### src/rtl/mc_start_ctrl_pkg.sv
// Shared ALU definitions for the multi-cycle issue path: aluop width, mul/div codes, FSM state codes.
package mc_start_ctrl_pkg;

    localparam int         ALU_OPW    = 4;
    localparam logic [3:0] ALU_OP_MUL = 4'h2;
    localparam logic [3:0] ALU_OP_DIV = 4'h3;

    localparam logic [0:0] ST_IDLE = 1'b0;
    localparam logic [0:0] ST_BUSY = 1'b1;

endpackage

### src/rtl/mc_req_tracker.sv
// Remembers the last issued mul/div request and flags whether the current inputs are a new one.
// History is dropped on flush, timeout abort, or any cycle without a multi-cycle aluop.
module mc_req_tracker
    import mc_start_ctrl_pkg::*;
#(
    parameter int             WIDTH  = 32,
    parameter int             OPW    = ALU_OPW,
    parameter logic [OPW-1:0] OP_MUL = OPW'(ALU_OP_MUL),
    parameter logic [OPW-1:0] OP_DIV = OPW'(ALU_OP_DIV)
) (
    input  logic             clk,
    input  logic             rst_n,
    input  logic [WIDTH-1:0] a,
    input  logic [WIDTH-1:0] b,
    input  logic [OPW-1:0]   aluop,
    input  logic             flush,
    input  logic             issue,
    input  logic             abort,
    output logic             req,
    output logic             match,
    output logic             newReq
);

    logic             histValid;
    logic [WIDTH-1:0] histA;
    logic [WIDTH-1:0] histB;
    logic [OPW-1:0]   histOp;

    assign req    = (aluop == OP_MUL) | (aluop == OP_DIV);
    assign match  = histValid & (a == histA) & (b == histB) & (aluop == histOp);
    assign newReq = req & ~match;

    always_ff @(posedge clk or negedge rst_n) begin
        if (!rst_n) begin
            histValid <= 1'b0;
            histA     <= '0;
            histB     <= '0;
            histOp    <= '0;
        end else if (flush || abort) begin
            histValid <= 1'b0;
        end else if (issue) begin
            histValid <= 1'b1;
            histA     <= a;
            histB     <= b;
            histOp    <= aluop;
        end else if (!req) begin
            // An intervening non-mul/div instruction lets an identical op issue again.
            histValid <= 1'b0;
        end
    end

endmodule

### src/rtl/mc_start_ctrl.sv
// Issues mul/div requests to the iterative unit: latches operands, pulses start, stalls until done.
// Start one cycle after the request, done one cycle after unit_done; flush aborts, timeout sets a sticky error.
module mc_start_ctrl
    import mc_start_ctrl_pkg::*;
#(
    parameter int             WIDTH   = 32,
    parameter int             OPW     = ALU_OPW,
    parameter logic [OPW-1:0] OP_MUL  = OPW'(ALU_OP_MUL),
    parameter logic [OPW-1:0] OP_DIV  = OPW'(ALU_OP_DIV),
    parameter int             TIMEOUT = 64
) (
    input  logic             clk,
    input  logic             rst_n,
    input  logic [WIDTH-1:0] a,
    input  logic [WIDTH-1:0] b,
    input  logic [OPW-1:0]   aluop,
    input  logic             flush,
    input  logic             unit_done,
    output logic             start,
    output logic [WIDTH-1:0] op_a,
    output logic [WIDTH-1:0] op_b,
    output logic [OPW-1:0]   op_sel,
    output logic             busy,
    output logic             stall,
    output logic             done,
    output logic             timeout_err
);

    localparam int CW = $clog2(TIMEOUT + 1);

    logic [0:0]    state;
    logic [CW-1:0] cnt;
    logic          req;
    logic          match;
    logic          newReq;
    logic          issue;
    logic          abort;
    logic          cntLast;

    mc_req_tracker #(
        .WIDTH  (WIDTH),
        .OPW    (OPW),
        .OP_MUL (OP_MUL),
        .OP_DIV (OP_DIV)
    ) u_tracker (
        .clk    (clk),
        .rst_n  (rst_n),
        .a      (a),
        .b      (b),
        .aluop  (aluop),
        .flush  (flush),
        .issue  (issue),
        .abort  (abort),
        .req    (req),
        .match  (match),
        .newReq (newReq)
    );

    assign busy    = (state == ST_BUSY);
    assign cntLast = (cnt == CW'(TIMEOUT - 1));
    assign issue   = (state == ST_IDLE) & newReq & ~flush;
    // A completion arriving on the last allowed cycle still counts as success.
    assign abort   = busy & ~flush & ~unit_done & cntLast;
    assign stall   = ~flush & req & (busy | newReq);

    always_ff @(posedge clk or negedge rst_n) begin
        if (!rst_n) begin
            state       <= ST_IDLE;
            cnt         <= '0;
            start       <= 1'b0;
            done        <= 1'b0;
            timeout_err <= 1'b0;
            op_a        <= '0;
            op_b        <= '0;
            op_sel      <= '0;
        end else begin
            start <= issue;
            done  <= busy & unit_done & ~flush;
            if (flush) begin
                state <= ST_IDLE;
                cnt   <= '0;
            end else if (issue) begin
                state  <= ST_BUSY;
                cnt    <= '0;
                op_a   <= a;
                op_b   <= b;
                op_sel <= aluop;
            end else if (busy) begin
                if (unit_done || cntLast) begin
                    state <= ST_IDLE;
                end else begin
                    cnt <= cnt + CW'(1);
                end
                if (abort) begin
                    timeout_err <= 1'b1;
                end
            end
        end
    end

endmodule

### config.mk
export PLATFORM = sky130hd
export DESIGN_NAME = mc_start_ctrl
export DESIGN_NICKNAME = d
export VERILOG_FILES = /design/src/rtl/mc_start_ctrl_pkg.sv /design/src/rtl/mc_req_tracker.sv /design/src/rtl/mc_start_ctrl.sv
export SDC_FILE = /design/constraint.sdc
export NUM_CORES = 1
export LEC_CHECK = 0
export ABC_AREA = 1
export CAP_MARGIN = 20
export CELL_PAD_IN_SITES_DETAIL_PLACEMENT = 1
export CELL_PAD_IN_SITES_GLOBAL_PLACEMENT = 1
export CORE_MARGIN = 8
export CORE_UTILIZATION = 37
export CTS_BUF_LIST = sky130_fd_sc_hd__clkbuf_4 sky130_fd_sc_hd__clkbuf_8 sky130_fd_sc_hd__clkbuf_16
export DETAILED_ROUTE_END_ITERATION = 7
export GPL_ROUTABILITY_DRIVEN = 0
export PLACE_DENSITY = 0.81
export SLEW_MARGIN = 10
export SYNTH_ARGS = -nofsm -noshare
export SYNTH_HDL_FRONTEND = slang
export SYNTH_SLANG_ARGS = --single-unit
### constraint.sdc
create_clock -name clk -period 2 [get_ports clk]
set_clock_uncertainty 0.15 [all_clocks]
set_input_delay 0.4 -clock clk [delete_from_list [all_inputs] [get_ports clk]]
set_output_delay 0.4 -clock clk [all_outputs]
set_load 0.05 [all_outputs]
After elaboration in Yosys (flattened, before gate mapping)
Index checks and enable logic that the tools add are counted.
W data, S select, Z words.
{"block": "word_totals", "register_bits": 148, "output_inout_bits": 73}
{"block": "classes", "addsub": 1, "n_eq_ne": 8, "muxes": 11, "bitwise": 21, "n_reduce_logical": 7}
{"op": "$eq A32 B32 Y1", "n": 2}
{"op": "$mux W7", "n": 4}
{"op": "$and A1 B1 Y1", "n": 13}
{"op": "$eq A4 B2 Y1 const B", "n": 2}
{"op": "$add A7 B1 Y7 const B", "n": 1}
{"op": "$eq A7 B6 Y1 const B", "n": 1}
{"op": "$mux W1", "n": 7}
{"op": "$not A1 Y1", "n": 6}
{"op": "$reduce_and A2 Y1", "n": 3}
{"op": "$eq A4 B4 Y1", "n": 1}
{"op": "$reduce_and A4 Y1", "n": 1}
{"op": "$ne A3 B1 Y1 const B", "n": 1}
{"op": "$ne A3 B3 Y1 const B", "n": 1}
{"op": "$reduce_bool A3 Y1", "n": 1}
{"op": "$logic_or A1 B1 Y1", "n": 2}
{"op": "$or A1 B1 Y1", "n": 2}

Depth between registers and ports, before layout
Gate-level depths: netlist of run 1.
{"block": "logic_depth", "word_depth": 10, "ltp_mapped": 14, "depth_no_buf": 12}

Hierarchy
From an unflattened synthesis of run 1, not the netlist that was laid out.
{"block": "hier_totals", "hier_cells": 1037, "area_unflattened_um2": 7487.2}
{"mod": "mc_req_tracker", "n_inst": 1, "cells_per_inst": 670, "area_per_inst_um2": 4339.2, "seq_area_each_um2": 1726.7}
{"mod": "mc_start_ctrl", "n_inst": 1, "cells_per_inst": 367, "area_per_inst_um2": 3148.0, "seq_area_each_um2": 1976.9}

Worst setup path after synthesis of run 1
No wires, ideal clock.
{"block": "synth_path", "path_type": "input to output", "from": "in b[24]", "to": "out stall", "arrival_time_ns": 1.891, "t_required_ns": 1.450, "path_slack_ns": -0.441, "path_stages": 11, "path_buffers": 1, "path_cell_list": "inv_1 o21ai_0 nor2_1 nand2_1 nor2_1 nand2_1 nor2_1 nand3_1 clkbuf_1 nor2_1 nor2_1"}
{"block": "synth_between", "elab_chain_cells": 7}
{"element": "from (decl)", "line": "mc_start_ctrl.sv:15", "text": "input logic [WIDTH-1:0] b,"}
{"element": "$eq A32 B32 Y1", "line": "mc_req_tracker.sv:30", "text": "assign match = histValid & (a == histA) & (b == histB) & (aluop == histOp);"}
{"element": "$and A1 B1 Y1 (2 in a row)", "line": "mc_req_tracker.sv:30"}
{"element": "$not A1 Y1", "line": "mc_req_tracker.sv:31", "text": "assign newReq = req & ~match;"}
{"element": "$and A1 B1 Y1", "line": "mc_req_tracker.sv:31"}
{"element": "$or A1 B1 Y1", "line": "mc_start_ctrl.sv:64", "text": "assign stall = ~flush & req & (busy | newReq);"}
{"element": "$and A1 B1 Y1", "line": "mc_start_ctrl.sv:64"}
{"element": "to (decl)", "line": "mc_start_ctrl.sv:24", "text": "output logic stall,"}
No other way between the ends.

Worst setup path after layout of run 1
{"block": "layout_path", "from": "reg u_tracker.histB[12]", "to": "out stall"}
{"block": "layout_between", "elab_chain_cells": 7}
{"element": "from (decl)", "line": "mc_req_tracker.sv:26", "text": "logic [WIDTH-1:0] histB;"}
{"element": "from (signal assigned)", "line": "mc_req_tracker.sv:37", "text": "histB <= '0;"}
{"element": "from (signal assigned)", "line": "mc_req_tracker.sv:44", "text": "histB <= b;"}
{"element": "$eq A32 B32 Y1", "line": "mc_req_tracker.sv:30"}
{"element": "$and A1 B1 Y1 (2 in a row)", "line": "mc_req_tracker.sv:30"}
{"element": "$not A1 Y1", "line": "mc_req_tracker.sv:31"}
{"element": "$and A1 B1 Y1", "line": "mc_req_tracker.sv:31"}
{"element": "$or A1 B1 Y1", "line": "mc_start_ctrl.sv:64"}
{"element": "$and A1 B1 Y1", "line": "mc_start_ctrl.sv:64"}
No other way between the ends.

==> results of run 1 <==
-- cell families (layout without fill, tap and decap cells) --
| logic type | count (synthesis) | count (layout) | share of synthesized area |
|---|---|---|---|
| AO/OA/AOI/OAI | 27 | 27 | 0.0210 |
| XOR/XNOR | 19 | 19 | 0.0245 |
| adder cells (fa/ha/maj) | 1 | 1 | 0.00185 |
| buffers and inverters | 128 | 369 | 0.0788 |
| flip-flops | 148 | 148 | 0.546 |
| other | 0 | 1 | 0 |
| AND/OR/NAND/NOR | 542 | 542 | 0.327 |
-- power by group --
group          total (uW)  internal (uW)  switching, uW
registers            3880           3500            379
clock network        3240           1880           1360
logic                3040           1050           1990
total               10200           6430           3720
-- cells in the mapped netlist, types with 2 or more instances --
cell type / instances
inv_1: 89
dfrtp_1: 148
nand4_1: 65
nand2_1: 407
inv_2: 2
xor2_1: 7
buf_2: 7
clkbuf_1: 8
o22ai_1: 4
nor3_1: 2
o21ai_0: 21
buf_1: 9
buf_4: 12
nand3_1: 7
nor2_1: 59
xnor2_1: 12
-- cell type report --
cell class                 instances  area, sq um
fill                            2087         7510
sequential                       148         3700
inverter                          92          345
antenna                            1         2.50
clock buffer                      20          448
clock inverter                    12          134
timing repair buffer             245         2760
multi-input combinational        589         2780
tap                              229          287
-- registers in the layout, indices dropped and copies added (netlist names) --
signal               cells
op_b                    32
u_tracker.histValid      1
done                     1
op_sel                   4
u_tracker.histB         32
u_tracker.histOp         4
timeout_err              1
cnt                      7
busy                     1
u_tracker.histA         32
op_a                    32
start                    1
-- critical path, delay by kind of cell (launching register included) --
kind | cells | cell delay (ns)
DFF | 1 | 0.42
buffers and inverters | 2 | 0.31
xor gates and xnor gates | 1 | 0.16
and+or+nand+nor | 7 | 0.72
-- final timing paths --
path                                     start                  end  depth (start not counted)  slack [ns]
max in group asynchronous                rst_n  u_tracker.histB[19]                          3        0.87
setup / recovery           u_tracker.histB[12]                stall                         10       -0.60
hold reg to reg                      op_sel[2]            op_sel[2]                          2        0.32
setup reg to reg           u_tracker.histB[12]   u_tracker.histA[0]                         15       -0.45
min in group asynchronous                rst_n             op_b[24]                          2        0.25
hold / removal                            b[1]   u_tracker.histB[1]                          3        0.17
-- layer usage --
layer	GRT usage	wire, um	vias up
met1	0.283	11000	3443
li1	-	-	3157
met5	0	11	-
met4	0.115	997	2
met2	0.434	14300	194
met3	0.0526	1460	65
-- layout by cell type, fill, tap and decap left out, types with 5 or more instances in the layout --
master	Yosys	final
nand2_1	407	374
nor2_1	59	42
dlygate4sd2_1	0	32
clkinv_4	0	5
dlymetal6s2s_1	0	7
buf_12	0	19
clkdlybuf4s50_1	0	31
bufbuf_16	0	6
o21ai_1	0	6
dfrtp_1	148	148
inv_1	89	86
inv_2	2	6
buf_16	0	16
nand2_2	0	29
clkbuf_16	0	17
xor2_1	7	6
nand4_1	65	65
buf_6	0	9
buf_4	12	121
o21ai_0	21	11
nand3_1	7	5
xnor2_1	12	11
nor2_2	0	13
-- per-stage QoR --
step	hold WS (ns)	cells	util
final	0.168	1336	0.582
after floorplan	-0.0456	865	-
after global placement	0.140	1262	0.488
after CTS	0.245	1332	0.578
after detailed placement	0.137	1262	0.488
after global routing	0.184	1336	0.582
-- what timing repair did --
action                                  4_1_cts  5_1_grt
endpoints found under the setup margin      147      147
buffers inserted                             18        4
endpoints found under the hold margin        48        0
hold buffers                                  1        0
gates resized for setup                     142       16
pin swaps                                    32       18
gates cloned                                 20        0
==> impl_metrics.toml, run 1 <==
[logic_synthesis]
synth_seq_cells = 148
synth_top_area_share = 0.546
async_flop_share = 1.00
yosysWarnings = 0
yosysTopAreaCell = "dfrtp_1"
syn_area_per_cell_sq_um = 7.84
synth.distinct_cells = 22
synth_nets = 938
syn_area_sq_um = 6780
syn_inst = 865
seq_area_frac_synth = 0.546
synth_area_leaders = "dfrtp_1 55%, nand2_1 23%, nand4_1 6.0%"
synth_edf_count = 0
synthFlopType = "dfrtp_1"

[detailed_routing]
dr.pass1.iters = 5
wire_per_inst_um = 20.7
vias = 6861
drt_iter0_markers = 265
drt-vias-per-instance = 5.14
ant_nets = 0
drcViolationCount = 0
drt_wl_total_um = 27700

[clock_tree]
cts_tree = "built"
root_buffer = "clkbuf_16"
clkTransAtPathRegs_ns = 0.06
clock_sinks = 148
cts_buffers = 17
insertion_delay_ns = 0.43
cts_max_path_buffers = 2
cts_max_level = 4

[die]
die_y_um = 151
die_w_um = 151
coreArea_sq_um = 18000
die_area_sq_um = 22900
pin_count = 145
start_util = 0.377
row_count = 49

[status]
outcome = "finished, violations left"
violations = "setup timing"

[setup_path]
critPathKind = "reg2out"
endpoint_kind = "primary output"
crit_fanout = 2
cp_data_required_time_ns = 1.45
start_kind = "flip-flop"
max_stage_delay_ns = 0.42
worstPathArrival_ns = 2.05
critical_path.slowest_cell = "dfrtp_1"
cp_common_cell = "nor2_4"
crit_chain = "xnor2_2 > buf_4 > nand2_2 > nor2_2 > nand2_2 > nor2_4 > nand3_4 > nor2_4 > nor2_4 > buf_8"

[sta]
fin_crit_sh = 1.30
fmax_mhz = 385
hold_viol_final = 0
fin_setup_tns_ns = -51.85
slew_headroom = 0.745
grt_setup_unrepaired = "yes"
report.final.setup_viol = 146
worst_slew_pin_slew_ns = 0.379
fin_ws_ns = -0.596
min_period_ns = 2.60
finalMaxSlewViolations = 0

[hold_path]
min_path_type = "in2reg"

[power]
ir_drop_mv = 0.658
p_per_area_nw_per_um2 = 971
power_uw = 10200
p_leak_uw = 0.00586

[global_route]
grt_max_degree = 42
grt_usage = 0.248
overflow = 0
grt_pass1_vias = 7693
antenna_found_initial = 2
grt_first_pass_wirelength_um = 42600

[finish]
finish.instance_area_sq_um = 10500
nets = 1166
layout-drive-gt1-share = 0.246
syn_to_final_growth_pct = 54.2

[place]
place_hpwl_um = 17200
postPlaceCellArea_sq_um = 8770
port-buffer-count = 144
pre_cts_slack_ns = -0.923

[flow_run]
max_cap_violations = 0
Power figures use the tool's default switching activity.
==> run 2: changes to the inputs <==
--- a/config.mk
+++ b/config.mk
@@ -7,10 +7,8 @@
 export LEC_CHECK = 0
 export ABC_AREA = 1
 export CAP_MARGIN = 20
-export CELL_PAD_IN_SITES_DETAIL_PLACEMENT = 1
-export CELL_PAD_IN_SITES_GLOBAL_PLACEMENT = 1
 export CORE_MARGIN = 8
-export CORE_UTILIZATION = 37
+export CORE_UTILIZATION = 51
 export CTS_BUF_LIST = sky130_fd_sc_hd__clkbuf_4 sky130_fd_sc_hd__clkbuf_8 sky130_fd_sc_hd__clkbuf_16
 export DETAILED_ROUTE_END_ITERATION = 7
 export GPL_ROUTABILITY_DRIVEN = 0
==> constraint.sdc (replaced) <==
create_clock -name clk -period 2 [get_ports clk]
set_clock_uncertainty 0.15 [all_clocks]
set_input_delay 0.5 -clock clk [delete_from_list [all_inputs] [get_ports clk]]
set_output_delay 0.5 -clock clk [all_outputs]
set_load 0.05 [all_outputs]
==> run 2 against run 1 <==
  * The run still ends with setup timing left
  * Largest power group unchanged
  * Die area shrank 25%
  * Non-clock buffer count shrank 17
  * Cell area shrank 4.4%
  * Power shrank 3.6%
  * Critical path depth shrank 1
==> impl_metrics.toml, run 2 (synthesis gave the netlist of run 1 again) <==
[global_route]
grt_usage = 0.260
grt_pass1_vias = 7035
antenna_found_initial = 5
grt_first_pass_wirelength_um = 35700
grt_max_degree = 88
overflow = 0

[detailed_routing]
drt_wl_total_um = 22900
routedLengthMet1_um = 8880
drt-vias-per-instance = 5.38
ant_nets = 0
wl_met3_um = 1830
met2_wirelength_um = 11300
vias = 6841
dr.pass1.iters = 5
drcViolationCount = 0
dr.max_layer_used = "met4"
wire_per_inst_um = 18.0
drt_iter0_markers = 744

[setup_path]
critPathKind = "reg2out"
rr_endpoint = "op_b[25]"
cp_data_required_time_ns = 1.35
endpoint_kind = "primary output"
worstPathArrival_ns = 2.00
crit_fanout = 2
critical_path.slowest_cell = "dfrtp_1"
start_kind = "flip-flop"
timing.rr.start = "u_tracker.histB[12]"
max_stage_delay_ns = 0.41
ff2ff_path_depth = 16
reg2reg_slack_ns = -0.58
crit_chain = "xnor2_2 > nand2_1 > nor2_1 > nand2_1 > nor2_2 > nand3_2 > nor2_4 > nor2_4 > buf_6"

[clock_tree]
cts_max_level = 4
cts_tree = "built"
clock_sinks = 148
cts_buffers = 17
clkTransAtPathRegs_ns = 0.06
cts_max_path_buffers = 2
insertion_delay_ns = 0.43
root_buffer = "clkbuf_16"

[sta]
grt_setup_unrepaired = "yes"
min_period_ns = 2.65
fin_ws_ns = -0.654
fmax_mhz = 377
report.final.setup_viol = 147
holdWs_ns = 0.268
hold_viol_final = 0
worst_slew_pin_slew_ns = 0.479
finalMaxSlewViolations = 0
slew_headroom = 0.681
fin_crit_sh = 1.33

[finish]
final_cell_mix = "398 x nand2_1, 148 x dfrtp_1, 110 x buf_4"
layout-drive-gt1-share = 0.211
fill_cells = 894
final_common_cell = "nand2_1"
nets = 1149
syn_to_final_growth_pct = 47.4
fin_util = 0.761
finish.instance_area_sq_um = 9990

[power]
power_uw = 9790
ir_drop_mv = 0.663
p_leak_uw = 0.00565
p_per_area_nw_per_um2 = 980

[place]
pre_cts_slack_ns = -0.919
port-buffer-count = 144
place_hpwl_um = 14200
postPlaceCellArea_sq_um = 8620

[die]
die_y_um = 131
die_area_sq_um = 17200
pin_count = 145
row_count = 42
coreArea_sq_um = 13100
die_w_um = 131
start_util = 0.516

[hold_path]
min_path_type = "in2async"

[status]
outcome = "finished, violations left"
violations = "setup timing"

[flow_run]
max_cap_violations = 0
run 2: cell count changes in the layout (fill, tap and decap cells not counted), moves of 3 or more:
cell             before  now
nand2_1             374  398
bufbuf_16             6    2
clkdlybuf4s50_1      31    3
dlymetal6s2s_1        7    1
clkbuf_8              0    4
diode_2               1    6
buf_16               16   10
clkbuf_16            17   20
clkinv_4              5    0
buf_4               121  110
nor2_4                4    8
dlygate4sd2_1        32   65
nand2_2              29    6
run 2: how the worst max path moves through the flow:
stage                        startpoint        end  slack [ns]  depth (start not counted)
floorplan                          a[9]      stall       -0.11                         12
global placement                  b[22]      stall       -0.92                         13
detailed placement                b[12]  op_sel[0]       -0.92                         12
CTS                 u_tracker.histB[12]      stall       -0.63                          9
global route        u_tracker.histA[11]      stall       -0.76                         12
finish              u_tracker.histB[12]      stall       -0.65                          9
run 2: power breakdown:
group          internal [uW]  switching, uW
Clock                   1860           1240
Sequential              3500            359
Combinational            957           1870
Total                   6310           3480
run 2: repair_timing:
action,CTS,global route
setup endpoints to repair,147,147
endpoints found under the hold margin,114,0
setup buffers,15,8
cloned,12,3
gates resized for setup,117,36
pin swaps,37,15
hold buffers,1,0
run 2: metrics by stage:
stage | instances | setup TNS, ns
after floorplan | 865 | -0.114
after global placement | 1198 | -125.21
after detailed placement | 1198 | -127.00
after CTS | 1256 | -54.59
after global routing | 1270 | -92.61
final | 1271 | -74.66
run 2: area by class of cell:
class,instances,area [sq um],share of cell area
antenna,6,15.0,0.00150
clock buffer,23,495,0.0496
clock inverter,9,77.6,0.00776
inverter,92,345,0.0346
multi-input combinational,589,2740,0.274
sequential,148,3700,0.371
tap,176,220,0.0220
timing repair buffer,228,2400,0.240
run 2: worst max-delay path, delay by kind of cell (launching register included):
kind | cells | cell delay [ns]
and+or+nand+nor | 7 | 0.79
buffers and inverters | 1 | 0.15
DFF | 1 | 0.41
xor gates and xnor gates | 1 | 0.23
run 2: layer usage:
layer	vias up	track usage
li1	3136	-
met1	3288	0.302
met2	334	0.430
met3	83	0.0747
met4	0	0.134
met5	-	0
==> run 3: changes to the inputs <==
--- a/config.mk
+++ b/config.mk
@@ -12,8 +12,8 @@
 export CTS_BUF_LIST = sky130_fd_sc_hd__clkbuf_4 sky130_fd_sc_hd__clkbuf_8 sky130_fd_sc_hd__clkbuf_16
 export DETAILED_ROUTE_END_ITERATION = 7
 export GPL_ROUTABILITY_DRIVEN = 0
-export PLACE_DENSITY = 0.81
-export SLEW_MARGIN = 10
+export PLACE_DENSITY_LB_ADDON = 0.15
+export SLEW_MARGIN = 20
 export SYNTH_ARGS = -nofsm -noshare
 export SYNTH_HDL_FRONTEND = slang
 export SYNTH_SLANG_ARGS = --single-unit
==> run 3 against run 2 <==
  * The flow still finishes with violations (setup timing)
  * Critical endpoint unchanged
  * Register-to-register slack better by 0.14 ns
  * Routed wire length down 5.8%
  * Sequential power about the same
  * Core utilization down 0.73 points
  * Combinational power about the same
  * Worst setup slack better by 0.057 ns
  * Power up 3.4%
  * Highest routed layer is now met5
  * Via count down 3.7%
  * Cell area down 0.96%
==> impl_metrics.toml, run 3 (synthesis gave the netlist of run 1 again) <==
[detailed_routing]
ant_nets = 0
drt_wl_total_um = 21600
dr.pass1.iters = 7
drcViolationCount = 0
vias = 6587
wire_per_inst_um = 17.2
drt_iter0_markers = 543
drt-vias-per-instance = 5.26

[setup_path]
path_buf_inv = 1
cp_common_cell = "nand2_1"
crit_chain = "nand2_1 > nand2_2 > nor2_2 > nand2_1 > nor2_1 > nand2_1 > nor2_2 > nand3_2 > nor2_4 > nor2_4 > buf_6"
critPathKind = "reg2out"
start_kind = "flip-flop"
endpoint_kind = "primary output"
max_stage_delay_ns = 0.41
timing.rr.start = "u_tracker.histA[17]"
crit_fanout = 3
cp_data_required_time_ns = 1.35
worstPathArrival_ns = 1.95
reg2reg_slack_ns = -0.44
worstSetupStartpoint = "u_tracker.histA[17]"
cp_top_family = "simple AND/OR/NAND/NOR gates"
critical_path.slowest_cell = "dfrtp_1"

[sta]
fin_crit_sh = 1.30
slew_headroom = 0.750
grt_setup_unrepaired = "yes"
hold_viol_final = 0
worst_slew_pin_slew_ns = 0.375
min_period_ns = 2.60
fin_ws_ns = -0.597
fmax_mhz = 385
report.final.setup_viol = 140
holdWs_ns = 0.317
finalMaxSlewViolations = 0

[die]
row_count = 42
die_y_um = 131
pin_count = 145
coreArea_sq_um = 13100
die_w_um = 131
die_area_sq_um = 17200
start_util = 0.516

[finish]
layout-drive-gt1-share = 0.208
fin_util = 0.753
antenna_cells = 0
final_cell_mix = "400 x nand2_1, 148 x dfrtp_1, 104 x buf_4"
nets = 1136
syn_to_final_growth_pct = 46.0
final_common_cell = "nand2_1"

[power]
p_switching_uw = 3430
power_frac_clock = 0.342
pwr-share-comb = 0.277
p_leak_uw = 0.00561
internal_power_uw = 6690
ir_drop_mv = 0.784
seqPwrFrac = 0.380
switching_share = 0.339
p_per_area_nw_per_um2 = 1020

[clock_tree]
insertion_delay_ns = 0.43
cts_tree = "built"
cts_max_path_buffers = 2
cts_buffers = 17
cts_max_level = 4
root_buffer = "clkbuf_16"
clock_sinks = 148
clkTransAtPathRegs_ns = 0.06

[place]
place_hpwl_um = 13900
port-buffer-count = 144

[flow_run]
max_cap_violations = 0

[global_route]
grt_first_pass_wirelength_um = 33500
grt_max_degree = 50
grt_pass1_vias = 6423
grt_usage = 0.241
antenna_found_initial = 2
overflow = 0

[hold_path]
min_path_type = "reg2reg"
min_from = "op_sel[3]"

[status]
outcome = "finished, violations left"
violations = "setup timing"
run 3: cell count changes in the layout (fill, tap and decap cells not counted), sizes merged, moves of 3 or more:
cell / previous run / this run
clkbuf: 26 / 33
buf: 152 / 133
bufinv: 1 / 4
clkinvlp: 3 / 0
diode: 6 / 0
dlygate4sd2: 65 / 68
run 3: cell type report:
class,instances,area (sq um)
multi-input combinational,589,2770
inverter,92,345
clock inverter,9,149
timing repair buffer,215,2220
tap,176,220
sequential,148,3700
clock buffer,23,495
fill,989,3240
run 3: worst register-to-register path: stages, from the launching register on:
cell	delay, ns
dfrtp_1	0.41
nand2_1	0.09
nand2_2	0.06
nor2_2	0.11
nand2_1	0.07
nor2_1	0.12
nand2_1	0.08
nor2_2	0.13
nand3_2	0.13
buf_4	0.17
buf_8	0.15
nand3_4	0.19
buf_12	0.14
buf_6	0.10
clkbuf_16	0.14
nand2_1	0.06
nand2_1	0.06
run 3: final timing paths:
path                             end  cells after the start
setup reg to reg            op_a[10]                     16
min in group asynchronous   op_a[19]                      2
max in group asynchronous   op_a[31]                      3
hold / removal             op_sel[3]                      2
setup / recovery               stall                     11
hold reg to reg            op_sel[3]                      2
run 3: power by group through the flow:
stage	Combinational [uW]	Clock, uW	Sequential (uW)
after floorplan	772	0	4700
after global placement	2660	0	3840
after detailed placement	2700	0	3860
after CTS	2750	3490	3830
after global routing	3030	3630	3900
final	2810	3460	3850
run 3: routing by layer:
metal | global-route usage | wire length [um] | part of all wire | vias to the layer above
met5 | 0 | 23 | 0.0011 | -
met4 | 0.0804 | 384 | 0.018 | 4
met3 | 0.0694 | 1660 | 0.077 | 32
met2 | 0.389 | 10600 | 0.49 | 286
met1 | 0.305 | 8940 | 0.41 | 3168
li1 | - | - | - | 3097
run 3: timing repair:
| action | in CTS | in global routing |
|---|---|---|
| hold buffers | 1 | 0 |
| endpoints found under the setup margin | 147 | 147 |
| gates resized for setup | 109 | 41 |
| buffers inserted | 5 | 7 |
| pin swaps | 27 | 15 |
| endpoints found under the hold margin | 35 | 0 |
| cloned | 4 | 13 |
run 3: through the flow:
step	worst slack, ns	instances	area [sq um]	TNS [ns]	total power (uW)
final	-0.597	1252	9900	-51.32	10100
after global routing	-0.707	1252	9900	-69.55	10600
after CTS	-0.618	1234	9460	-24.21	10100
after detailed placement	-0.947	1193	8590	-124.23	6560
after global placement	-0.924	1193	8590	-120.62	6510
after floorplan	-0.114	865	6810	-0.114	5470
